==> config.mk <==
export PLATFORM = sky130hd
export DESIGN_NAME = counter_bcd_updown_n_digits
export DESIGN_NICKNAME = d
export VERILOG_FILES = /design/src/rtl/counter_bcd_updown_n_digits_pkg.sv /design/src/rtl/counter_bcd_updown_n_digits_digit.sv /design/src/rtl/counter_bcd_updown_n_digits.sv
export SDC_FILE = /design/constraint.sdc
export NUM_CORES = 1
export LEC_CHECK = 0
export CAP_MARGIN = 0
export CORE_MARGIN = 3
export CORE_UTILIZATION = 59
export DETAILED_ROUTE_END_ITERATION = 6
export PLACE_DENSITY_LB_ADDON = 0.1
export SLEW_MARGIN = 0
export SYNTH_ARGS = -nofsm -noshare
export SYNTH_HDL_FRONTEND = slang
export SYNTH_SLANG_ARGS = --single-unit
==> constraint.sdc <==
create_clock -name CLOCK_50 -period 5.45 [get_ports CLOCK_50]
set_clock_uncertainty 0.2 [all_clocks]
set_input_delay 0.8175 -clock CLOCK_50 [delete_from_list [all_inputs] [get_ports CLOCK_50]]
set_output_delay 0.8175 -clock CLOCK_50 [all_outputs]
set_load 0.01 [all_outputs]
==> src/rtl/counter_bcd_updown_n_digits_pkg.sv <==
// Shared constants and helpers for the N-digit BCD up/down counter.
// Latency: n/a (types, constants and pure functions only).
// Backpressure: n/a.
// Contents: BCD_MAX, SEG_DIGIT active-low segment table, seg7_decode(), bcd_clamp().
package counter_bcd_updown_n_digits_pkg;

  localparam logic [3:0] BCD_MAX = 4'd9;

  // Active-low segments {g,f,e,d,c,b,a}; entry 9 is the leftmost element.
  localparam logic [9:0][6:0] SEG_DIGIT = {
    7'h10,  // 9
    7'h00,  // 8
    7'h78,  // 7
    7'h02,  // 6
    7'h12,  // 5
    7'h19,  // 4
    7'h30,  // 3
    7'h24,  // 2
    7'h79,  // 1
    7'h40   // 0
  };

  // Codes above 9 cannot reach the decoder once loads are clamped; blank them anyway.
  function automatic logic [6:0] seg7_decode(input logic [3:0] digit);
    logic [6:0] seg;
    seg = 7'h7F;
    if (digit <= BCD_MAX) seg = SEG_DIGIT[digit];
    return seg;
  endfunction

  function automatic logic [3:0] bcd_clamp(input logic [3:0] digit);
    return (digit > BCD_MAX) ? BCD_MAX : digit;
  endfunction

endpackage

==> src/rtl/counter_bcd_updown_n_digits_digit.sv <==
// One BCD decade of the up/down counter: loads a clamped digit or steps by one with wrap 9<->0.
// Latency: digit updates on the clock edge after load/step_in; is_nine/is_zero are combinational.
// Backpressure: none; step_in is a single-cycle enable from the carry/borrow chain.
// Ports: clk, rst_n (sync active-low), step_in, up, load, load_digit -> digit, is_nine, is_zero.
module bcd_digit_updown
  import counter_bcd_updown_n_digits_pkg::*;
(
  input  logic       clk,
  input  logic       rst_n,
  input  logic       step_in,
  input  logic       up,
  input  logic       load,
  input  logic [3:0] load_digit,
  output logic [3:0] digit,
  output logic       is_nine,
  output logic       is_zero
);

  logic [3:0] r_digit;

  always_ff @(posedge clk) begin
    if (!rst_n) begin
      r_digit <= 4'd0;
    end else if (load) begin
      r_digit <= bcd_clamp(load_digit);
    end else if (step_in) begin
      if (up) r_digit <= (r_digit == BCD_MAX) ? 4'd0 : r_digit + 4'd1;
      else    r_digit <= (r_digit == 4'd0) ? BCD_MAX : r_digit - 4'd1;
    end
  end

  assign digit   = r_digit;
  assign is_nine = (r_digit == BCD_MAX);
  assign is_zero = (r_digit == 4'd0);

endmodule

==> src/rtl/counter_bcd_updown_n_digits.sv <==
// N-digit BCD up/down counter with prescaler, parallel load, wrap/saturate and 7-seg outputs.
// Latency: count steps on the edge where the prescaler returns to 0; load visible next cycle.
// Backpressure: none; enable low freezes prescaler and count.
// Ports: CLOCK_50, aclr (sync active-low), enable, up, saturate, load, load_val
//        -> bcd, HEX (active-low), max, min, wrap (one-cycle pulse).
module counter_bcd_updown_n_digits
  import counter_bcd_updown_n_digits_pkg::*;
#(
  parameter int DIGITS   = 3,
  parameter int TICK_DIV = 50000000,
  parameter int PRESC_W  = 26
) (
  input  logic                  CLOCK_50,
  input  logic                  aclr,
  input  logic                  enable,
  input  logic                  up,
  input  logic                  saturate,
  input  logic                  load,
  input  logic [4*DIGITS-1:0]   load_val,
  output logic [4*DIGITS-1:0]   bcd,
  output logic [7*DIGITS-1:0]   HEX,
  output logic                  max,
  output logic                  min,
  output logic                  wrap
);

  localparam logic [PRESC_W-1:0] TICK_LAST = PRESC_W'(TICK_DIV - 1);

  logic [PRESC_W-1:0] r_presc;
  logic               r_wrap;

  logic               w_tick;
  logic               w_at_limit;
  logic               w_step;
  logic [DIGITS-1:0]  w_is_nine;
  logic [DIGITS-1:0]  w_is_zero;
  logic [DIGITS-1:0]  w_step_in;
  // Entry i: every digit below i is nine (or zero); entry DIGITS covers the whole count.
  logic [DIGITS:0]    w_nine_below;
  logic [DIGITS:0]    w_zero_below;

  assign w_tick     = enable && (r_presc == TICK_LAST);
  assign w_at_limit = up ? w_nine_below[DIGITS] : w_zero_below[DIGITS];
  // Saturation simply suppresses the step at the limit, so no digit moves.
  assign w_step     = w_tick && !(w_at_limit && saturate);

  always_ff @(posedge CLOCK_50) begin
    if (!aclr) begin
      r_presc <= '0;
      r_wrap  <= 1'b0;
    end else if (load) begin
      r_presc <= '0;
      r_wrap  <= 1'b0;
    end else begin
      r_wrap <= w_step && w_at_limit;
      if (enable) r_presc <= (r_presc == TICK_LAST) ? '0 : r_presc + PRESC_W'(1);
    end
  end

  assign w_nine_below[0] = 1'b1;
  assign w_zero_below[0] = 1'b1;

  for (genvar i = 0; i < DIGITS; i++) begin : g_digit
    logic [3:0] w_digit;

    assign w_nine_below[i+1] = w_nine_below[i] && w_is_nine[i];
    assign w_zero_below[i+1] = w_zero_below[i] && w_is_zero[i];
    assign w_step_in[i]      = w_step && (up ? w_nine_below[i] : w_zero_below[i]);

    bcd_digit_updown u_digit (
      .clk        (CLOCK_50),
      .rst_n      (aclr),
      .step_in    (w_step_in[i]),
      .up         (up),
      .load       (load),
      .load_digit (load_val[4*i +: 4]),
      .digit      (w_digit),
      .is_nine    (w_is_nine[i]),
      .is_zero    (w_is_zero[i])
    );

    assign bcd[4*i +: 4] = w_digit;
    assign HEX[7*i +: 7] = seg7_decode(w_digit);
  end

  assign max  = w_nine_below[DIGITS];
  assign min  = w_zero_below[DIGITS];
  assign wrap = r_wrap;

endmodule

# Yosys cells after proc, flatten, opt, wreduce, memory -nomap -nowiden
# Memory sizes are Yosys's and may differ from the RTL's. A register that Yosys moved wholly into a read port is not among the register bits.
# Cells that the tools add are included.
[classes]
add_sub_neg = 7
mul = 0
div_mod_pow = 0
order_cmp = 9
eq_ne = 4
shifts = 0
muxes = 34
n_bitwise = 1
n_reduce_logical = 18
[ops]
columns = ["operator", "count"]
rows = [
  ["2-to-1 mux 4 bit", 24],
  ["2-to-1 mux 7 bit", 6],
  ["adder 26 x 1 -> 26 bit, second input constant", 1],
  ["== test 26 bit, second input constant", 1],
  ["2-to-1 mux 26 bit", 1],
  ["< comparator 4 x 5 -> 1 bit, second input constant", 3],
  ["adder 4 x 1 -> 4 bit, second input constant", 3],
  ["== test 4 bit, second input constant", 3],
  ["greater-than comparator 4 bit, second input constant", 3],
  ["less-or-equal comparator 4 bit, second input constant", 3],
  ["zero test 4 bit", 3],
  ["subtractor 4 x 1 -> 4 bit, second input constant", 3],
  ["logical AND 1 bit", 10],
  ["nonzero test 2 bit", 3],
  ["2-to-1 mux 1 bit", 3],
  ["OR reduction 2 bit", 1],
  ["zero test 1 bit", 1],
  ["NOT 1 bit", 1],
]
[word_totals]
ff_bits = 39
latch_bits = 0
ramBits = 0
rom_bits = 336
in_bits = 18
output_inout_bits = 36
mem_count = 3
[memory_table]
columns = ["memory", "depth", "word_bits", "rd", "rd_clocked_by_memory_dff", "write_ports", "line_no", "rtl"]
rows = [
  ["(no name shown)", 16, 7, 1, 1, 0, "counter_bcd_updown_n_digits_pkg.sv:27", "if (digit <= BCD_MAX) seg = SEG_DIGIT[digit];"],
  ["(no name shown)", 16, 7, 1, 1, 0, "counter_bcd_updown_n_digits_pkg.sv:27", ""],
  ["(no name shown)", 16, 7, 1, 1, 0, "counter_bcd_updown_n_digits_pkg.sv:27", ""],
]

# Logic depth before layout (Yosys ltp)
# Gate-level depths: netlist of run 1.
[logic_depth]
ltp_word = 12
ltp_mapped = 13

# Modules after synthesis
# Synthesis of run 1 repeated with hierarchy kept, for this count alone.
[hier_totals]
hier_cells = 387
area_unflattened_um2 = 3078.0
[modules_own_cells]
columns = ["module", "instances", "cells_each", "area_each_um2"]
rows = [
  ["counter_bcd_updown_n_digits", 1, 246, 1974.4],
  ["bcd_digit_updown", 3, 47, 367.9],
]

# Worst setup path before layout of run 1
# Ideal clock, no wire load.
[synth_path]
path_type = "input port to flip-flop"
start = "input port enable"
end = "register (tool-made name)"
setup_time_ns = 0.070
arrival_ns = 3.104
t_required_ns = 5.180
setup_slack_ns = 2.076
stages = 11
n_path_buf = 1
path_cell_list = "buf_2 -> nand4_1 -> nor4_2 -> nand2_4 -> o31ai_4 -> mux2i_1 -> nor2b_1 -> inv_1 -> ha_1 -> or2_2 -> a21oi_1"
[synth_rtl]
columns = ["item", "line_no", "rtl"]
rows = [
  ["from (decl)", "counter_bcd_updown_n_digits.sv:15", "input logic enable,"],
]

==> results of run 1 <==
==> cells by family (layout without fill, tap and decap cells) <==
kind of cell / Yosys count / after routing / share of synthesized area, %
adder cells (fa/ha/maj): 16 / 16 / 5.525
flip-flops: 60 / 60 / 33.15
multiplexers: 12 / 12 / 3.350
XOR/XNOR: 30 / 30 / 7.251
AND/OR/NAND/NOR: 202 / 202 / 31.11
buffers and inverters: 49 / 96 / 5.421
AO/OA/AOI/OAI: 76 / 76 / 14.19
==> worst max path at each step <==
stage          slack (ns)  cells past startpoint    to   start
2_1_floorplan        2.08                     11  flop  enable
3_3_place_gp         1.27                     12  flop      up
3_5_place_dp         1.10                     12  flop      up
4_1_cts              1.40                     12  flop      up
5_1_grt              1.17                     12  flop      up
6_report             1.34                     12  flop      up
==> layer usage <==
layer	GRT usage, %	vias up	share of wire, %
met5	0	-	0
met4	10.36	0	2.4
met3	5.005	21	6.2
met2	39.60	126	49
met1	28.45	1490	43
li1	-	1634	-
==> stage by stage <==
stage	setup slack (ns)	hold WS (ns)	cell area (um^2)
final	1.341	0.3365	4362
after global routing	1.166	0.3688	4362
after CTS	1.397	0.3327	4362
after detailed placement	1.096	0.3173	4160
after global placement	1.266	0.2934	4160
after floorplan	2.076	0.2794	3623
==> worst max-delay path, cell delays in order <==
cell and delay, ns:
clkdlybuf4s50_1 0.77, buf_4 0.27, inv_1 0.10, a2bb2oi_1 0.14, or3_1 0.36, o31ai_4 0.36, mux2i_1 0.17, nor2b_1 0.33
inv_1 0.14, ha_1 0.30, or2_2 0.29, a21oi_1 0.13
==> placed cells by master (no fill, tap or decap), types with 12 or more instances in the layout <==
cell type,synthesis,routed
nand3_1,16,16
clkdlybuf4s50_1,0,53
dfxtp_1,60,60
nand2_1,24,24
o21ai_0,23,23
ha_1,16,16
inv_1,23,23
xor2_1,19,19
nand4_1,12,12
nand2b_1,29,29
nor2_1,49,49
==> layout make-up <==
class	count	share of cell area [%]
Clock inverter	6	1.463
Sequential cell	60	27.54
Timing Repair Buffer	56	12.68
Multi-Input combinational cell	336	51.03
Clock buffer	10	3.155
Inverter	24	2.065
Tap cell	72	2.065
==> power breakdown <==
part,switching (uW),leakage [uW],internal [uW]
Combinational,98.6,0.00117,106
Clock,179,0.0000983,222
Sequential,23.9,0.000491,459
==> reports/results.ini, run 1 <==
[setup_path]
cp.arrival_ns = 4.18
path_class = in2reg
required_ns = 5.53
cp-end-kind = flop
startpoint_type = primary input
reg2reg_setup_slack_ns = 1.96
r2r_start = g_digit[0].u_digit.digit[0]
r2r_cells = 10
cp_max_fo = 16

[sta]
tightest_slew_ns = 0.9229
min_period_ns = 4.109
final.setup.tns_ns = 0
slew_headroom_pct = 38.30
finalSetupViolCount = 0
fin_crit_sh_pct = 75.39
hold_viol = 0
max_freq_mhz = 243.4
drv_slew = 0
rsz0062_at_grt = no

[global_routing]
grt_pass1_wl_um = 13770
grt_pass1_vias = 3081
overflow = 0
antenna_found_initial = 0
grt_max_degree = 26
grt_usage_pct = 23.35

[detailed_routing]
routed_via_density = 5.800
first_iter_violations = 156
wl_per_cell_um = 14.28
drt-total-wl_um = 8053
drc = 0
drtPass1Iterations = 5
antenna_left = 0
vias = 3271

[clock_tree]
clock_latency_ns = 0.34
cts.clk_slew.worst_paths_ns = 0.07
post_cts_resized = 0
cts_buffer_depth = 2
tritoncts = done
numClockSinks = 60
cts_hold_buf = 0
cts_htree_levels = 3
cts_buffers = 9
root_buffer = clkbuf_8
cts_setup_buffers = 0

[logic_synthesis]
syn-num-nets = 479
yosysSeqAreaShare_pct = 33.15
syn_inst = 445
synth.most_common_cell = dfxtp_1
ys_top_cells_by_count = 60 x dfxtp_1, 49 x nor2_1, 29 x nand2b_1, 24 x nand2_1
synthTopCellsByArea = dfxtp_1 33%, ha_1 5.5%, nor2_1 5.1%
synth_edf_count = 0
synth_top_area_share_pct = 33.15
ys_ff_latch = 60
yosys.area.top_type = dfxtp_1
syn_avg_cell_area_um2 = 8.143
ys_types = 61
yosysWarnings = 0
yosys_most_used_dff = dfxtp_1
async_flop_share_pct = 0
mappedNetlistArea_mm2 = 0.003623

[floorplan]
fp.dieW_um = 84.37
core_region_area_mm2 = 0.005709
die-area_mm2 = 0.007117
fp-row-count = 27
die_h_um = 84.37
start_util_pct = 63.47
ios = 54

[layout]
n_antenna_cell = 0
seq_area_mm2 = 0.001201
layout.nets = 521
drive_gt1_share_pct = 6.098
multi_input_area_mm2 = 0.002226
fin_util_pct = 76.40
nFillCells = 428
fin_cells = 564
areaGrowthSynthToFinish_pct = 20.37

[outcome]
status = finished, final reports clean

[pwr]
totalPowerFinal_uw = 1090
ir_drop_v = 0.0002100
power.density_mw_per_mm2 = 249.8
p_leak_uw = 0.001754

[placed_design]
place.port_buffers = 53
place_inst = 548
gp_congestion = 0.8669
dp_hpwl_um = 5826

[worst_hold_path]
holdPathEnd = r_presc[20]
hold_path.class = reg2reg
hp-start = r_presc[20]
worstHoldPathCells = 2

[run]
max_cap_violations = 0

(Power assumes the default switching activity.)
==> run 2: changes to the inputs <==
--- a/config.mk
+++ b/config.mk
@@ -7,7 +7,7 @@
 export LEC_CHECK = 0
 export CAP_MARGIN = 0
 export CORE_MARGIN = 3
-export CORE_UTILIZATION = 59
+export CORE_UTILIZATION = 55
 export DETAILED_ROUTE_END_ITERATION = 6
 export PLACE_DENSITY_LB_ADDON = 0.1
 export SLEW_MARGIN = 0
==> constraint.sdc (replaced) <==
create_clock -name CLOCK_50 -period 4.1 [get_ports CLOCK_50]
set_clock_uncertainty 0.2 [all_clocks]
set_input_delay 0.615 -clock CLOCK_50 [delete_from_list [all_inputs] [get_ports CLOCK_50]]
set_output_delay 0.615 -clock CLOCK_50 [all_outputs]
set_load 0.01 [all_outputs]
==> reports/results.ini, run 2 (synthesis results as in run 1) <==
[worst_hold_path]
hold_path.class = reg2reg

[sta]
hold_viol = 0
tightest_slew_ns = 0.8071
max_freq_mhz = 283.9
drv_slew = 0
finalSetupViolCount = 0
rsz0062_at_grt = no
setup_slack_ns = 0.5770
fin_crit_sh_pct = 85.93
slew_headroom_pct = 46.02
min_period_ns = 3.523
final.setup.tns_ns = 0

[detailed_routing]
drt-total-wl_um = 8207
wl_per_cell_um = 14.30
vias = 3263
first_iter_violations = 131
drc = 0
routed_via_density = 5.685
antenna_left = 0
drtPass1Iterations = 4

[layout]
final_cell_mix = 60 x dfxtp_1, 53 x clkdlybuf4s50_1, 49 x nor2_1, 29 x nand2b_1, 24 x nand2_1
n_antenna_cell = 0
fin_cells = 574
areaGrowthSynthToFinish_pct = 21.44
layout.nets = 529
layout_commonest_cell = dfxtp_1
fin_util_pct = 71.78
fin_area_mm2 = 0.004400
nFillCells = 501
drive_gt1_share_pct = 7.415

[global_routing]
overflow = 0
grt_max_degree = 25
antenna_found_initial = 0
grt_pass1_wl_um = 13970
grt_usage_pct = 22.76
grt_pass1_vias = 3160

[pwr]
ir_drop_v = 0.0002342
p_leak_uw = 0.001782
combinationalPowerShare_pct = 20.3
p_sw_uw = 397.8
p_seq_share_pct = 45.5
pwr-share-clk_pct = 34.2
switching_share_pct = 28.36
power.density_mw_per_mm2 = 318.8
p_int_uw = 1005

[setup_path]
required_ns = 4.18
reg2reg_setup_slack_ns = 0.79
cp-end-kind = flop
critPathSlowestCell = clkdlybuf4s50_1
startpoint_type = primary input
crit_chain = clkdlybuf4s50_1, buf_4, or2_2, o22ai_1, nor2_1, o31ai_1, mux2i_1, nor2b_1, inv_1, ha_1, or2_2, a21oi_1
max_stage_delay_ns = 0.59
path_class = in2reg
cp.arrival_ns = 3.60
path_common_cell = or2_2
cp_max_fo = 12

[clock_tree]
numClockSinks = 60
cts_buffer_depth = 2
cts.clk_slew.worst_paths_ns = 0.07
tritoncts = done
cts_buffers = 9
post_cts_resized = 0
cts_hold_buf = 0
cts_setup_buffers = 0
cts_htree_levels = 3
root_buffer = clkbuf_8
clock_latency_ns = 0.34

[floorplan]
fp-row-count = 28
core_region_area_mm2 = 0.006131
die-area_mm2 = 0.007598
die_h_um = 87.17
fp.dieW_um = 87.17
start_util_pct = 59.10
ios = 54

[placed_design]
place.port_buffers = 53
dpl_cell_area_mm2 = 0.004224
dp_hpwl_um = 5919
place_ws_ns = 0.2946
place_inst = 559
gp_congestion = 0.9102

[run]
max_cap_violations = 0

[outcome]
status = finished, final reports clean

## run 2: final timing paths
check,start,endpoint,cells after the start
worst max-delay path,up,flop,12
worst min-delay path,r_presc[9],r_presc[9],2
worst max register to register,g_digit[0].u_digit.digit[0],flop,10
worst min register to register,r_presc[9],r_presc[9],2
## run 2: routing by layer
metal	wire length (um)	part of all wire (%)	global-route usage [%]	vias to the layer above
li1	-	-	-	1647
met1	3674	45	27.80	1529
met2	4077	50	39.41	76
met3	343	4.2	3.595	11
met4	112	1.4	9.902	0
met5	0	0	0	-
## run 2: per-stage QoR
| stage | total power [uW] | hold WS [ns] |
|---|---|---|
| 6_report | 1403 | 0.3327 |
| 5_1_grt | 1467 | 0.3505 |
| 4_1_cts | 1414 | 0.3289 |
| 3_5_place_dp | 934.7 | 0.3133 |
| 3_3_place_gp | 927.3 | 0.3031 |
| 2_1_floorplan | 812.6 | 0.2794 |
## run 2: final cells by class
class / count / area [um^2] / share of cell area, %
sequential: 60 / 1201 / 27.30
clock inverter: 4 / 25.02 / 0.5687
inverter: 24 / 90.09 / 2.047
multi-input combinational: 336 / 2226 / 50.58
timing repair buffer: 64 / 613.1 / 13.93
tap: 75 / 93.84 / 2.132
clock buffer: 11 / 151.4 / 3.440
## run 2: critical path, delay by kind of cell
family	cells	cell delay, ns
adders and majority gates	1	0.30
and+or+nand+nor	4	0.95
AOI/OAI and AO/OA	3	0.58
buffers and inverters	3	1.00
muxes	1	0.15
## run 2: power by group through the flow
stage / registers (uW) / clock network [uW] / logic [uW]
detailed placement: 651 / 0 / 284
CTS: 638 / 489 / 286
finish: 638 / 480 / 285
global route: 643 / 510 / 314
global placement: 650 / 0 / 277
floorplan: 637 / 0 / 176
==> run 3: changes to the inputs <==
--- a/config.mk
+++ b/config.mk
@@ -7,7 +7,7 @@
 export LEC_CHECK = 0
 export CAP_MARGIN = 0
 export CORE_MARGIN = 3
-export CORE_UTILIZATION = 55
+export CORE_UTILIZATION = 49
 export DETAILED_ROUTE_END_ITERATION = 6
 export PLACE_DENSITY_LB_ADDON = 0.1
 export SLEW_MARGIN = 0
==> constraint.sdc (replaced) <==
create_clock -name CLOCK_50 -period 4.1 [get_ports CLOCK_50]
set_clock_uncertainty 0.2 [all_clocks]
set_input_delay 0.615 -clock CLOCK_50 [delete_from_list [all_inputs] [get_ports CLOCK_50]]
set_output_delay 0.615 -clock CLOCK_50 [all_outputs]
set_load 0.1 [all_outputs]
==> reports/results.ini, run 3 (synthesis results as in run 1) <==
[outcome]
status = finished, final reports clean

[setup_path]
crit_buf_inv = 3
required_ns = 4.16
crit_chain = clkdlybuf4s50_1, buf_4, or2_2, o22ai_1, nor2_1, o31ai_1, mux2i_1, nor2b_1, inv_1, ha_1, or2_2, a21oi_1
max_stage_delay_ns = 0.60
cp_max_fo = 12
path_common_cell = or2_2
reg2reg_setup_slack_ns = 0.75
cp.arrival_ns = 3.45
path_class = in2reg
cp.depth = 12
startpoint_type = primary input
path_delay_family = buffers and inverters
critPathSlowestCell = clkdlybuf4s50_1
r2r_cells = 10
cp-end-kind = flop

[placed_design]
dp_hpwl_um = 5861
place.port_buffers = 53
gp_congestion = 0.8313
place_ws_ns = 0.4145

[detailed_routing]
drtPass1Iterations = 4
drt-total-wl_um = 8019
wl_per_cell_um = 13.39
antenna_left = 0
first_iter_violations = 112
drc = 0
vias = 3175
routed_via_density = 5.301

[floorplan]
die_h_um = 92.00
ios = 54
core_region_area_mm2 = 0.006982
fp.dieW_um = 92.00
start_util_pct = 51.90
die-area_mm2 = 0.008463
fp-row-count = 30

[sta]
max_freq_mhz = 295.5
slew_headroom_pct = 34.73
min_period_ns = 3.384
fin_crit_sh_pct = 82.54
setup_slack_ns = 0.7159
rsz0062_at_grt = no
final.setup.tns_ns = 0
drv_slew = 0
tightest_slew_ns = 0.9761
hold_viol = 0
finalSetupViolCount = 0

[clock_tree]
clock_latency_ns = 0.33
cts_setup_buffers = 0
cts_buffers = 9
cts_htree_levels = 3
root_buffer = clkbuf_8
tritoncts = done
numClockSinks = 60
cts.clk_slew.worst_paths_ns = 0.07
cts_buffer_depth = 2
cts_hold_buf = 0
post_cts_resized = 0

[pwr]
totalPowerFinal_uw = 1645
p_leak_uw = 0.001846
power.density_mw_per_mm2 = 373.2
ir_drop_v = 0.0002509

[worst_hold_path]
hold_path.class = reg2reg
worstHoldPathCells = 2

[layout]
fin_util_pct = 63.15
layout.nets = 532
final_cell_mix = 60 x dfxtp_1, 49 x nor2_1, 37 x buf_4, 30 x clkdlybuf4s50_1, 29 x nand2b_1
areaGrowthSynthToFinish_pct = 21.69
nFillCells = 655
layout_commonest_cell = dfxtp_1
n_antenna_cell = 0
drive_gt1_share_pct = 12.92

[global_routing]
grt_pass1_wl_um = 13820
grtUsageMet2_pct = 31.81
grt_usage_pct = 19.88
grt_pass1_vias = 2992
grt_max_degree = 26
overflow = 0
antenna_found_initial = 0
grt_use_met3_pct = 4.184
use_met1_pct = 27.04
grt_busiest_layer = met2

[run]
max_cap_violations = 0

-- run 3: changes by cell type in the layout (fill, tap and decap cells not counted), sizes merged --
cell / before / now
clkdlybuf4s50: 53 / 30
clkinv: 3 / 6
clkbuf: 11 / 10
buf: 11 / 37
bufinv: 0 / 1
clkinvlp: 2 / 0
-- run 3: power by group --
group | internal, uW | switching (uW) | total, uW | leakage [uW]
clock | 275 | 231 | 506 | 0.0000996
combinational | 140 | 362 | 502 | 0.00126
sequential | 611 | 26.8 | 638 | 0.000491
total | 1030 | 620 | 1650 | 0.00185
-- run 3: per-layer routing --
| layer | up-vias | wire, um | share of wire [%] |
|---|---|---|---|
| li1 | 1659 | - | - |
| met1 | 1443 | 3887 | 48 |
| met2 | 68 | 3739 | 47 |
| met3 | 5 | 347 | 4.3 |
| met4 | 0 | 44 | 0.55 |
| met5 | - | 0 | 0 |
-- run 3: area by class of cell --
cell class / count / area (um^2) / share of cell area [%]
multi-input cells: 336 / 2237 / 50.74
flip-flops and latches: 60 / 1201 / 27.24
repair buffers: 67 / 578.1 / 13.11
clock buffers: 10 / 127.6 / 2.894
well taps: 96 / 120.1 / 2.724
inverters: 24 / 90.09 / 2.043
clock inverters: 6 / 55.05 / 1.249
-- run 3: final timing paths --
kind,start,endpoint
max,up,flop
min,r_presc[25],r_presc[25]
max reg2reg,g_digit[1].u_digit.digit[0],flop
min reg2reg,r_presc[25],r_presc[25]
-- run 3: worst register-to-register path, cell delays in order, from the launching register on --
cell	delay, ns
dfxtp_1	0.66
nand4_1	0.29
or4_1	0.59
a21oi_1	0.33
nor3_1	0.10
o31ai_1	0.27
nand2b_1	0.28
inv_1	0.10
ha_1	0.20
nor2_1	0.14
a211oi_1	0.07
-- run 3: per-stage QoR --
stage / area, um^2 / hold WS [ns] / cells
floorplan: 3635 / 0.2794 / 445
CTS: 4409 / 0.3285 / 599
global route: 4409 / 0.3605 / 599
finish: 4409 / 0.3280 / 599
detailed placement: 4227 / 0.3137 / 583
global placement: 4227 / 0.2927 / 583
